### src/rtl/dmem_arbiter.sv
// Two-port arbiter in front of a single-cycle data memory (port 0 core, port 1 DMA/debug).
// Define DMEM_ARB_ROUND_ROBIN_EN for round-robin on simultaneous requests; otherwise port 0 wins.
module dmem_arbiter #(
    parameter int XLEN      = 32,
    parameter int MEM_BYTES = 8192
) (
    input  logic            clk_i,
    input  logic            rst_i,
    input  logic            p0_req_valid_i,
    output logic            p0_req_ready_o,
    input  logic            p0_we_i,
    input  logic [XLEN-1:0] p0_addr_i,
    input  logic [XLEN-1:0] p0_wdata_i,
    input  logic [1:0]      p0_size_i,
    input  logic            p0_sign_ext_i,
    output logic            p0_rsp_valid_o,
    input  logic            p0_rsp_ready_i,
    output logic [XLEN-1:0] p0_rdata_o,
    output logic            p0_rsp_err_o,
    input  logic            p1_req_valid_i,
    output logic            p1_req_ready_o,
    input  logic            p1_we_i,
    input  logic [XLEN-1:0] p1_addr_i,
    input  logic [XLEN-1:0] p1_wdata_i,
    input  logic [1:0]      p1_size_i,
    input  logic            p1_sign_ext_i,
    output logic            p1_rsp_valid_o,
    input  logic            p1_rsp_ready_i,
    output logic [XLEN-1:0] p1_rdata_o,
    output logic            p1_rsp_err_o,
    output logic            mem_write_en_o,
    output logic [XLEN-1:0] mem_addr_o,
    output logic [XLEN-1:0] mem_wdata_o,
    output logic [1:0]      mem_size_o,
    output logic            mem_sign_ext_o,
    input  logic [XLEN-1:0] mem_rdata_i
);
    typedef enum logic [1:0] {IDLE, ACCESS, RESP} state_t;

    localparam logic [XLEN:0] MEM_LIMIT = (XLEN+1)'(MEM_BYTES);

    state_t state_reg, state_next;

    logic [1:0]      req_valid, we_in, sext_in, rsp_ready_in, req_ready, rsp_valid, rsp_err;
    logic [XLEN-1:0] addr_in [2];
    logic [XLEN-1:0] wdata_in [2];
    logic [1:0]      size_in [2];
    logic [XLEN-1:0] rdata_out [2];

    logic            grant_en, grant_sel, pick;
    logic            owner_reg, we_reg, sext_reg, err_reg;
    logic [XLEN-1:0] addr_reg, wdata_reg, rdata_reg;
    logic [1:0]      size_reg;
    logic            in_access, in_resp;

    logic [XLEN-1:0] sel_addr;
    logic [1:0]      sel_size;
    logic [XLEN:0]   req_bytes, sel_end;
    logic            req_err;

    assign req_valid    = {p1_req_valid_i, p0_req_valid_i};
    assign we_in        = {p1_we_i, p0_we_i};
    assign sext_in      = {p1_sign_ext_i, p0_sign_ext_i};
    assign rsp_ready_in = {p1_rsp_ready_i, p0_rsp_ready_i};
    assign addr_in[0]   = p0_addr_i;
    assign addr_in[1]   = p1_addr_i;
    assign wdata_in[0]  = p0_wdata_i;
    assign wdata_in[1]  = p1_wdata_i;
    assign size_in[0]   = p0_size_i;
    assign size_in[1]   = p1_size_i;

`ifdef DMEM_ARB_ROUND_ROBIN_EN
    logic last_grant_reg;

    always_ff @(posedge clk_i or posedge rst_i) begin
        if (rst_i)
            last_grant_reg <= 1'b1;
        else if (grant_en)
            last_grant_reg <= grant_sel;
    end

    assign pick = (&req_valid) ? ~last_grant_reg : ~req_valid[0];
`else
    assign pick = ~req_valid[0];
`endif

    // Range check uses one extra bit so addr+bytes cannot wrap past the limit.
    assign sel_addr = addr_in[grant_sel];
    assign sel_size = size_in[grant_sel];
    always_comb begin
        req_bytes = '0;
        case (sel_size)
            2'b00:   req_bytes = (XLEN+1)'(1);
            2'b01:   req_bytes = (XLEN+1)'(2);
            default: req_bytes = (XLEN+1)'(4);
        endcase
    end
    assign sel_end = {1'b0, sel_addr} + req_bytes;
    assign req_err = (sel_size == 2'b11) || (sel_end > MEM_LIMIT);

    always_ff @(posedge clk_i or posedge rst_i) begin
        if (rst_i)
            state_reg <= IDLE;
        else
            state_reg <= state_next;
    end

    always_comb begin
        state_next = state_reg;
        grant_en   = 1'b0;
        grant_sel  = pick;
        case (state_reg)
            IDLE: begin
                if (|req_valid) begin
                    grant_en   = 1'b1;
                    state_next = ACCESS;
                end
            end
            ACCESS: state_next = RESP;
            RESP: begin
                if (rsp_ready_in[owner_reg])
                    state_next = IDLE;
            end
            default: state_next = IDLE;
        endcase
    end

    always_ff @(posedge clk_i or posedge rst_i) begin
        if (rst_i) begin
            owner_reg <= 1'b0;
            we_reg    <= 1'b0;
            sext_reg  <= 1'b0;
            err_reg   <= 1'b0;
            addr_reg  <= '0;
            wdata_reg <= '0;
            size_reg  <= 2'b00;
            rdata_reg <= '0;
        end else begin
            if (grant_en) begin
                owner_reg <= grant_sel;
                we_reg    <= we_in[grant_sel];
                sext_reg  <= sext_in[grant_sel];
                err_reg   <= req_err;
                addr_reg  <= sel_addr;
                wdata_reg <= wdata_in[grant_sel];
                size_reg  <= sel_size;
            end
            // Writes and faulted accesses always answer with zero data.
            if (state_reg == ACCESS)
                rdata_reg <= (we_reg || err_reg) ? '0 : mem_rdata_i;
        end
    end

    assign in_access = (state_reg == ACCESS) && !rst_i;
    assign in_resp   = (state_reg == RESP) && !rst_i;

    for (genvar gi = 0; gi < 2; gi++) begin : g_port
        assign req_ready[gi] = grant_en && (grant_sel == 1'(gi)) && !rst_i;
        assign rsp_valid[gi] = in_resp && (owner_reg == 1'(gi));
        assign rsp_err[gi]   = rsp_valid[gi] && err_reg;
        assign rdata_out[gi] = rsp_valid[gi] ? rdata_reg : '0;
    end

    assign p0_req_ready_o = req_ready[0];
    assign p1_req_ready_o = req_ready[1];
    assign p0_rsp_valid_o = rsp_valid[0];
    assign p1_rsp_valid_o = rsp_valid[1];
    assign p0_rsp_err_o   = rsp_err[0];
    assign p1_rsp_err_o   = rsp_err[1];
    assign p0_rdata_o     = rdata_out[0];
    assign p1_rdata_o     = rdata_out[1];

    assign mem_write_en_o = in_access && we_reg && !err_reg;
    assign mem_addr_o     = in_access ? addr_reg : '0;
    assign mem_wdata_o    = in_access ? wdata_reg : '0;
    assign mem_size_o     = in_access ? size_reg : 2'b00;
    assign mem_sign_ext_o = in_access && sext_reg;
endmodule
### config.mk
export PLATFORM = sky130hd
export DESIGN_NAME = dmem_arbiter
export DESIGN_NICKNAME = d
export VERILOG_FILES = /design/src/rtl/dmem_arbiter.sv
export SDC_FILE = /design/constraint.sdc
export NUM_CORES = 1
export LEC_CHECK = 0
export ABC_AREA = 1
export BUFFER_PORTS_ARGS = -buffer_cell sky130_fd_sc_hd__buf_2
export CELL_PAD_IN_SITES_DETAIL_PLACEMENT = 0
export CELL_PAD_IN_SITES_GLOBAL_PLACEMENT = 1
export CORE_MARGIN = 2
export CORE_UTILIZATION = 35
export DETAILED_ROUTE_END_ITERATION = 10
export PLACE_DENSITY_LB_ADDON = 0.1
export RECOVER_POWER = 25
export SYNTH_ARGS = -nofsm -noshare
export SYNTH_HDL_FRONTEND = slang
export SYNTH_SLANG_ARGS = --single-unit
### constraint.sdc
create_clock -name clk_i -period 14.2 [get_ports clk_i]
set_input_delay 2.84 -clock clk_i [delete_from_list [all_inputs] [get_ports clk_i]]
set_output_delay 2.84 -clock clk_i [all_outputs]
set_load 0.02 [all_outputs]
# After elaboration in Yosys (flattened, before gate mapping)
# Cells that the tools add are included.
totals:
  wordCells: 71
  regBits: 104
  in_bits: 174
  output_inout_bits: 138
op_classes:
  addsub: 1
  n_bitwise: 3
  eq_ne: 6
  n_mux: 27
  magnitude_cmp: 4
  n_reduce_logical: 21
op_table:
  columns: ["op", "n"]
  rows:
  - ["$mux 32", 11]
  - ["$add 32x33->33", 1]
  - ["$gt 33x14->1 const B", 1]
  - ["$logic_and 1x1->1", 13]
  - ["$mux 2", 6]
  - ["$mux 1", 8]
  - ["$pmux 2 s3", 1]
  - ["$pmux 3 s2", 1]
  - ["$eq 2x1->1 const B", 2]
  - ["$eq 2x2->1 const B", 2]
  - ["$logic_not 2->1", 2]
  - ["$lt 1x2->1 const B", 2]
  - ["$ne 2x2->1 const B", 2]
  - ["$ge 2x2->1 const B", 1]
  - ["$logic_not 1->1", 2]
  - ["$logic_or 1x1->1", 2]
  - ["$not 1->1", 2]
  - ["$not 1->2", 1]
  - ["$reduce_and 2->1", 1]
  - ["$reduce_or 2->1", 1]

# Logic depth before layout (Yosys ltp)
logic_depth:
  ltp_word: 10
  ltp_mapped: 23
  ltp_nobuf: 22

# Worst setup path before layout
# Ideal clock, no wire load.
synth_timing:
  path_kind: "input to output"
  from: "input port rst_i"
  to: "output port p0_rdata_o[10]"
  setup_slack_ps: 5016
  t_arrival_ps: 6344
  cell_stages: 6
  t_required_ps: 11360
  path_buffers: 1
  cell_sequence: "inv_1 > nand2_1 > nor2_1 > inv_1 > buf_1 > nor2_1"
synth_via:
  elab_chain_len: 4
synth_rtl:
  columns: ["element", "line_no", "source"]
  rows:
  - ["from (decl)", "8", "input logic rst_i,"]
  - ["$logic_not 1->1", "155", "assign in_resp = (state_reg == RESP) && !rst_i;"]
  - ["$logic_and 1x1->1", "155", null]
  - ["$logic_and 1x1->1", "159", "assign rsp_valid[gi] = in_resp && (owner_reg == 1'(gi));"]
  - ["net p0_rsp_valid_o", "16", "output logic p0_rsp_valid_o,"]
  - ["$mux 32", "161", "assign rdata_out[gi] = rsp_valid[gi] ? rdata_reg : '0;"]
  - ["to (decl)", "18", "output logic [XLEN-1:0] p0_rdata_o,"]
# The timed path passes the listed nets, and every way through them passes these cells.

# Worst setup path in the final report
layout_timing:
  from: "input port rst_i"
  to: "output port p0_rdata_o[15]"
layout_via:
  elab_chain_len: 4
layout_rtl:
  columns: ["element", "line_no"]
  rows:
  - ["$logic_not 1->1", "155"]
  - ["$logic_and 1x1->1", "155"]
  - ["$logic_and 1x1->1", "159"]
  - ["$mux 32", "161"]
# Every way passes these cells.

==> impl_metrics.json <==
{
  "ys_warn_count": 0,
  "holdPathEnd": "addr_reg[21]",
  "tightest_slew_ns": 2.114,
  "r2r_slack_ns": 10.48,
  "ctsResizeCount": 0,
  "drive_gt1_share_pct": 27.02,
  "r2r_end": "err_reg",
  "antenna_left": 0,
  "synth_cells": 1083,
  "initial_core_util_pct": 35.77,
  "grt_start_max_net_pins": 111,
  "min_period_ns": 9.903,
  "synthesis.area_sq_um": 6962,
  "drc_errors": 0,
  "clkSinkCount": 104,
  "numPortBuffers": 311,
  "gp_congestion": 0.8653,
  "die_h_microns": 145.0,
  "dieArea_sq_um": 21040,
  "die_w_microns": 145.0,
  "firstDrtPassIters": 5,
  "end_kind": "output port",
  "power_density_nw_per_um2": 130.8,
  "reg2reg_from": "state_reg[0]",
  "critPathKind": "in2out",
  "h-tree-depth": 3,
  "start_kind": "primary input",
  "synth_area_leaders": "dfrtp_1, nand2_1, inv_1",
  "wl_per_cell_microns": 14.37,
  "crit_path_max_fanout": 59,
  "cts_setup_buffers": 0,
  "core_sq_um": 19460,
  "critPathArrivalTime_ns": 7.06,
  "io_pins": 312,
  "ys_types": 31,
  "drv_cap": 2,
  "setup_viol": 0,
  "drt_wl_total_microns": 23410,
  "clk_pin_slew_worst_paths_ns": 0.07,
  "period_share_pct": 69.74,
  "avgSynthCellArea_sq_um": 6.428,
  "grt_pass1_wl_microns": 37030,
  "hp-start": "addr_reg[21]",
  "synth_seq_cells": 104,
  "cts_buffer_depth": 2,
  "grt_overflow": 0,
  "vias": 7519,
  "cts_buffers": 9,
  "rows": 51,
  "gr-usage-all-layers_pct": 21.74,
  "tritoncts": "built",
  "hold_viol": 0,
  "total_power_mw": 1.177,
  "peakVddDrop_mv": 0.05292,
  "syn_nets": 1261,
  "skew_ns": 0.007429,
  "drv_slew": 105,
  "viasPerCell": 4.616,
  "whs_path_depth": 2,
  "nNetsFinal": 1535,
  "leakage_nw": 5.027,
  "synth_area_leader_cell": "dfrtp_1",
  "cts-root-buf": "clkbuf_16",
  "fmax_ghz": 0.1010,
  "grt_pass1_vias": 6904,
  "max_slew_margin_pct": -41.74,
  "hp-class": "reg2reg",
  "antenna_found_initial": 2,
  "postCtsHoldBufs": 0,
  "synth_top_area_share_pct": 37.38,
  "setup_tns_ns": 0,
  "ys_seq_area_share_pct": 37.38,
  "outcome": "finished with violations",
  "worst_ep_required_time_ns": 11.36,
  "area_growth_pct": 29.22,
  "clkLatencyLatePin_ns": 0.34,
  "dr.first_iter.drc_count": 378,
  "r2r_cells": 13,
  "hpwl_microns": 17890,
  "failed_checks": "max-capacitance violations, max-slew violations",
  "rsz0062_at_grt": "false"
}
final cells by class:
| class | count | area (sq um) |
|---|---|---|
| Timing Repair Buffer | 319 | 1610 |
| Tap cell | 265 | 331.6 |
| Antenna cell | 2 | 5.005 |
| Fill cell | 2143 | 10470 |
| Inverter | 206 | 774.5 |
| Sequential cell | 104 | 2603 |
| Clock buffer | 10 | 229.0 |
| Multi-Input combinational cell | 717 | 3328 |
| Clock inverter | 6 | 115.1 |
layout by cell type, fill, tap and decap left out, types with 2 or more instances in the layout:
master     count
a21oi_1        4
nand4_1        6
nor2_1       190
inv_1        204
clkbuf_1       4
o21ai_2        5
nand2_2        8
buf_2        309
o211ai_1      34
nor2_4         8
dfrtp_1      104
nand3_2        2
o21ai_1        6
o22ai_1       32
nand3_1       92
nor2_2         8
diode_2        2
o21ai_0       50
ha_1           3
bufinv_16      3
nor3_1         6
buf_4          7
clkbuf_16      9
nand2_1      254
nand3b_1       2
o21bai_1       2
report_power, final:
| part | internal [mW] | leakage [nW] | switching [mW] |
|---|---|---|---|
| Clock | 0.173 | 0.163 | 0.111 |
| Combinational | 0.141 | 3.53 | 0.332 |
| Sequential | 0.394 | 1.33 | 0.0271 |
worst max path at each step:
stage	from	cells after the start	slack, ns	to
5_1_grt	rst_i	8	3.57	p0_rdata_o[15]
2_1_floorplan	rst_i	6	5.02	p0_rdata_o[10]
3_5_place_dp	rst_i	8	5.71	p0_rdata_o[19]
4_1_cts	rst_i	8	5.71	p0_rdata_o[19]
6_report	rst_i	8	4.30	p0_rdata_o[15]
3_3_place_gp	rst_i	8	5.75	p0_rdata_o[19]
per-stage QoR:
step	hold slack (ns)	setup WS (ns)	cells	area, sq um	utilization, %
2_1_floorplan	0.4530	5.016	1083	6962	-
3_3_place_gp	0.4682	5.748	1611	8657	44.48
3_5_place_dp	0.4732	5.706	1611	8657	44.48
4_1_cts	0.4906	5.714	1627	9001	46.25
5_1_grt	0.5092	3.566	1629	8996	46.22
6_report	0.4880	4.297	1629	8996	46.22
critical path: stages:
cell and delay (ns):
clkbuf_1 0.14, clkinvlp_2 1.62, buf_4 0.99, nand2_1 0.19, nor2_1 0.07, inv_1 0.73, nor2_1 0.21, buf_2 0.23
metal layers:
| metal | vias up | share of wire, % | track usage, % |
|---|---|---|---|
| li1 | 3881 | - | - |
| met1 | 3376 | 45 | 29.42 |
| met2 | 239 | 47 | 36.36 |
| met3 | 23 | 5.7 | 2.987 |
| met4 | 0 | 1.7 | 6.287 |
| met5 | - | 0 | 0 |
logic make-up after synthesis:
group           after synthesis  share of synthesized area, %
buf+inv                     262                         14.99
fa+ha+maj                     4                        0.8268
compound gates              134                         11.83
simple gates                579                         34.97
flops                       104                         37.38
cell usage after synthesis, drive strengths merged:
cell	count
nand2	263
inv	206
nor2	206
dfrtp	104
nand3	94
o21ai	61
o211ai	34
o22ai	32
buf	29
clkbuf	27
nor3	7
nand4	6
a21oi	4
ha	3
nand3b	2
o21bai	2
a31o	1
fa	1
or2	1
(Power assumes the default switching activity.)
